`src/rtl/seg_scan_ctrl.sv`:
```
// rtl/seg_scan_ctrl.sv - six-digit multiplexed seven-segment scan controller
module seg_scan_ctrl #(
  parameter int SCAN_DIV = 50000,
  parameter int NUM_DIG  = 6
) (
  input  logic        clk,
  input  logic        rst_n,
  input  logic        en,
  input  logic        in_valid,
  output logic        in_ready,
  input  logic [23:0] in_data,
  input  logic [5:0]  in_dp,
  input  logic [5:0]  in_blank,
  output logic [2:0]  sel,
  output logic [3:0]  dig_data,
  output logic        dig_dp,
  output logic        dig_blank,
  output logic        frame_start
);

  localparam int            CW       = (SCAN_DIV > 1) ? $clog2(SCAN_DIV) : 1;
  localparam logic [CW-1:0] CNT_LAST = CW'(SCAN_DIV - 1);
  localparam logic [2:0]    SEL_LAST = 3'(NUM_DIG - 1);

  logic [CW-1:0] cnt;
  logic          tick;
  logic          wrap;
  logic          accept;
  logic          pending_full;
  logic [23:0]   shadow_data;
  logic [5:0]    shadow_dp;
  logic [5:0]    shadow_blank;
  logic [23:0]   pend_data;
  logic [5:0]    pend_dp;
  logic [5:0]    pend_blank;
  logic          blank_bit;

  assign tick     = en && (cnt == CNT_LAST);
  assign wrap     = tick && (sel == SEL_LAST);
  assign in_ready = ~pending_full;
  assign accept   = in_valid && ~pending_full;

  // Prescaler restarts from zero whenever scanning is paused.
  always_ff @(posedge clk or negedge rst_n) begin
    if (!rst_n) begin
      cnt <= '0;
    end else if (!en || tick) begin
      cnt <= '0;
    end else begin
      cnt <= cnt + 1'b1;
    end
  end

  always_ff @(posedge clk or negedge rst_n) begin
    if (!rst_n) begin
      sel         <= 3'd0;
      frame_start <= 1'b0;
    end else begin
      frame_start <= wrap;
      if (tick) begin
        sel <= (sel == SEL_LAST) ? 3'd0 : sel + 3'd1;
      end
    end
  end

  // A pending frame only reaches the shadow registers on a frame wrap,
  // so the display never mixes two frames.
  always_ff @(posedge clk or negedge rst_n) begin
    if (!rst_n) begin
      pending_full <= 1'b0;
      pend_data    <= '0;
      pend_dp      <= '0;
      pend_blank   <= '0;
      shadow_data  <= '0;
      shadow_dp    <= '0;
      shadow_blank <= 6'h3F;
    end else begin
      if (wrap && pending_full) begin
        shadow_data  <= pend_data;
        shadow_dp    <= pend_dp;
        shadow_blank <= pend_blank;
        pending_full <= 1'b0;
      end
      if (accept) begin
        pend_data    <= in_data;
        pend_dp      <= in_dp;
        pend_blank   <= in_blank;
        pending_full <= 1'b1;
      end
    end
  end

  always_comb begin
    dig_data  = 4'd0;
    dig_dp    = 1'b0;
    blank_bit = 1'b1;
    for (int k = 0; k < 6; k++) begin
      if (sel == 3'(k)) begin
        dig_data  = shadow_data[4*k +: 4];
        dig_dp    = shadow_dp[k];
        blank_bit = shadow_blank[k];
      end
    end
  end

  assign dig_blank = blank_bit | ~en;

endmodule

```
`config.mk`:
```
export PLATFORM = sky130hd
export DESIGN_NAME = seg_scan_ctrl
export DESIGN_NICKNAME = d
export VERILOG_FILES = /design/src/rtl/seg_scan_ctrl.sv
export SDC_FILE = /design/constraint.sdc
export NUM_CORES = 1
export LEC_CHECK = 0
export CAP_MARGIN = 40
export CORE_MARGIN = 3
export CORE_UTILIZATION = 45
export CTS_CLUSTER_SIZE = 25
export DETAILED_ROUTE_END_ITERATION = 7
export GPL_ROUTABILITY_DRIVEN = 0
export GPL_TIMING_DRIVEN = 0
export PLACE_DENSITY = 0.67
export SLEW_MARGIN = 20
export SYNTH_ARGS = -nofsm -noshare
export SYNTH_HDL_FRONTEND = slang
export SYNTH_SLANG_ARGS = --single-unit
```
`constraint.sdc`:
```
create_clock -name clk -period 2.96 [get_ports clk]
set_input_delay 0.74 -clock clk [delete_from_list [all_inputs] [get_ports clk]]
set_output_delay 0.74 -clock clk [all_outputs]
set_load 0.02 [all_outputs]
```
==> key figures <==
Run status
  – Status: finished clean

Layout
  – Final std cells w/o fill: 484
  – Count of inserted antenna diode cells: 0
  – Finished Core Util: 58.26%
  – Layout filler cell count: 710
  – Layout cells sized above 1: 24.80%
  – Area Growth Syn to Fin: 22.13%
  – Number of nets in the final layout: 416

Synth
  – Yosys warns: 0
  – Area share of and/or/nand/nor cells after synthesis: 11.03%
  – Top cells by area, synth: dfrtp_1 (54%), mux2_2 (12%), mux2_1 (8.1%), dfstp_2 (3.9%), xnor2_1 (2.6%)
  – Synth Area in Compound Gates: 3.192%
  – Summed instance area of the synthesized netlist: 0.004038 mm²
  – Synth Area in Adders: 0.6198%
  – Proportion of synthesized chip area in sequential cells: 57.82%
  – Count of state elements after synthesis: 93
  – Count of mapped cells out of synthesis: 310
  – Dominant combinational cell family by area after synthesis: multiplexers
  – Synthesized area per cell: 13.02 µm²
  – Number of nets in the synthesized netlist: 352
  – Cell accounting for the most synthesized area: dfrtp_1
  – Area share of xor/xnor cells in the synthesized design: 3.254%
  – Post-synthesis cell type count: 36
  – Share of synthesized area spent on multiplexers: 22.09%
  – Fraction of post-synthesis cell area in the top cell type by area: 53.92%

Detailed routing
  – DR WL/cell: 15.17 µm
  – First-pass DRT Iterations: 6
  – DRC viols: 0
  – Final WL: 7341 µm
  – Antenna Nets Post-Route: 0
  – DRT iter0 DRCs: 85
  – Post-DR vias/cell: 5.240
  – Overall via count from detail_route: 2536

Worst setup path
  – Crit path kind: reg2out
  – Launching element type of the critical path: register
  – Endpoint kind of the worst setup timing path: output port
  – Max Fanout on Critical Path: 10
  – Arrival @ worst endpoint: 2.08 ns
  – Required time of the critical path: 2.22 ns

Clock network
  – Insertion delay to the later sink of the worst-skew pair: 0.36 ns
  – Num CTS Buffers: 9
  – Clock tree buffer depth: 2
  – Cell at the root of the clock tree: clkbuf_8
  – TritonCTS clock tree: built
  – Clock edge transition at the registers on the reported setup and hold paths: 0.10 ns
  – H-tree lvl count: 3
  – Hold buffers post-CTS: 0
  – # clock sinks: 93

STA
  – Final Hold Vio Count: 0
  – Post-route clock skew: 0.01111 ns
  – Final clock period utilization by the worst path: 95.28%
  – Setup repair after global routing missed its margin: false
  – Slew margin rel.: 61.10%
  – Min Clock Period, post-route: 2.820 ns
  – Slew at the pin with the worst max-slew slack: 0.5835 ns
  – Max Fclk: 354.6 MHz
  – Hold WS: 0.2422 ns
  – Fin. max-slew vios: 0
  – Setup Viol. Count Final: 0

Pwr
  – Max VDD drop: 0.3303 mV
  – Total power after layout: 0.002310 W
  – Ratio of total power to cell area: 468.5 mW/mm²
  – Leak pwr: 2.209 nW

GRT
  – Antenna violations before repair: 0
  – Largest net degree at the start of global routing: 65
  – Vias in the first global route: 2658
  – GRT Util Overall: 16.36%
  – Grt ovf: 0
  – Wire length of the first global-routing pass: 13120 µm

Die
  – # rows: 33
  – Die span in y: 100.7 µm
  – Initial Utilization: 47.70%
  – Number of ports placed on the die boundary: 51
  – Die area: 0.01015 mm²
  – Overall die width: 100.7 µm
  – Placeable Area: 0.008464 mm²

Min path
  – Worst min-delay path category: in2async

Flow run
  – Max-cap viol count: 0

Placed design
  – HPWL after DPL: 5392 µm
  – Total of buffers placed on input and output ports: 50
  – Cell count after placement: 466
[critical path: stages, from the launching register on]
cell and delay (ns):
dfrtp_2 0.44, clkbuf_4 0.22, and2_1 0.18, ha_4 0.21, inv_1 0.07, a21oi_1 0.12
o221ai_1 0.14, o311ai_0 0.12, buf_2 0.23
[stage by stage]
stage,TNS (ns),setup slack (ns),area [µm²]
finish,0,0.1397,4931
global route,0,0.005949,4931
CTS,0,0.001176,4898
detailed placement,-4.037,-0.7661,4698
global placement,-207.12,-2.259,4669
floorplan,0,0.03196,4038
[flip-flops by register name, indices dropped and copies added (netlist names)]
name / count
cnt: 16
pend_dp: 6
pend_data: 24
shadow_dp: 6
pending_full: 1
frame_start: 1
shadow_data: 24
sel: 3
shadow_blank: 6
pend_blank: 6
[kinds of logic after synthesis]
kind of cell             count (synthesis)
AO/OA/AOI/OAI                           21
XOR/XNOR                                15
buffers and inverters                   20
AND/OR/NAND/NOR                         79
multiplexers                            80
adder cells (fa/ha/maj)                  2
flip-flops                              93
[worst paths after layout]
| kind | slack, ns | endpoint | cells after the start | from |
|---|---|---|---|---|
| setup / recovery | 0.14 | dig_blank | 8 | sel[1] |
| hold / removal | 0.24 | pend_data[5] | 1 | rst_n |
| setup reg to reg | 0.60 | shadow_data[23] | 5 | cnt[7] |
| hold reg to reg | 0.49 | shadow_data[3] | 1 | pend_data[3] |
| max in group asynchronous | 2.10 | sel[1] | 2 | rst_n |
| min in group clk | 0.49 | shadow_data[3] | 1 | pend_data[3] |
[synthesized netlist by cell type, drive strengths merged]
cell type and instances:
a21oi 7, nand2b 6, o22ai 1, o21a 1, xor2 3, nor2 25
nand2 7, nor2b 2, a22oi 5, nand3b 4, nor4 8, mux2i 7
o21ai 5, or4b 2, nand3 12, dfrtp 87, nand4 4, nor3b 1
and2 2, buf 7, mux2 73, xnor2 12, and3 2, o311ai 1
nand4b 1, dfstp 6, nor3 3, inv 6, o221ai 1, ha 2
clkbuf 7
[metal layers]
layer	share of wire, %	wire length, µm	track usage (%)	up-vias
met2	47	3433	24.86	42
met5	0	0	0	-
met1	47	3445	22.63	1261
li1	-	-	-	1226
met4	1.1	84	5.078	0
met3	5.1	377	4.913	7
[cells in the final DEF (no fill, tap or decap), drive strengths merged]
| master | netlist | layout |
|---|---|---|
| dfrtp | 87 | 87 |
| mux2 | 73 | 73 |
| clkdlybuf4s50 | 0 | 43 |
| nor2 | 25 | 25 |
| buf | 7 | 19 |
| clkbuf | 7 | 14 |
| xnor2 | 12 | 12 |
| nand3 | 12 | 12 |
| inv | 6 | 9 |
| nor4 | 8 | 8 |
| mux2i | 7 | 7 |
| nand2 | 7 | 7 |
| a21oi | 7 | 7 |
| nand2b | 6 | 6 |
| dfstp | 6 | 6 |
| o21ai | 5 | 5 |
| a22oi | 5 | 5 |
| nand3b | 4 | 4 |
| nand4 | 4 | 4 |
| clkinv | 0 | 4 |
| nor3 | 3 | 3 |
| xor2 | 3 | 3 |
| and2 | 2 | 2 |
| nor2b | 2 | 2 |
| or4b | 2 | 2 |
| and3 | 2 | 2 |
| ha | 2 | 2 |
| nor3b | 1 | 1 |
| o22ai | 1 | 1 |
| nand4b | 1 | 1 |
| o221ai | 1 | 1 |
| o311ai | 1 | 1 |
| o21a | 1 | 1 |
[where the power goes]
part	switching (W)	total [W]	internal, W
logic	0.0000514	0.000145	0.0000941
clock network	0.000477	0.000803	0.000326
registers	0.0000317	0.00136	0.00133
total	0.000560	0.00231	0.00175
[layout make-up]
type | count | area (µm²) | area share [%]
Sequential cell | 93 | 2337 | 47.40
Inverter | 6 | 22.52 | 0.4567
Buffer | 12 | 65.06 | 1.319
Timing Repair Buffer | 55 | 531.8 | 10.78
Tap cell | 105 | 131.4 | 2.664
Multi-Input combinational cell | 197 | 1653 | 33.52
Clock inverter | 7 | 66.31 | 1.345
Clock buffer | 9 | 123.9 | 2.512
[repair_timing]
action | CTS | global route
setup buffers | 0 | 4
gates resized for setup | 36 | 5
setup endpoints to repair | 6 | 6
No activity file was read; power rests on OpenSTA's default activity.
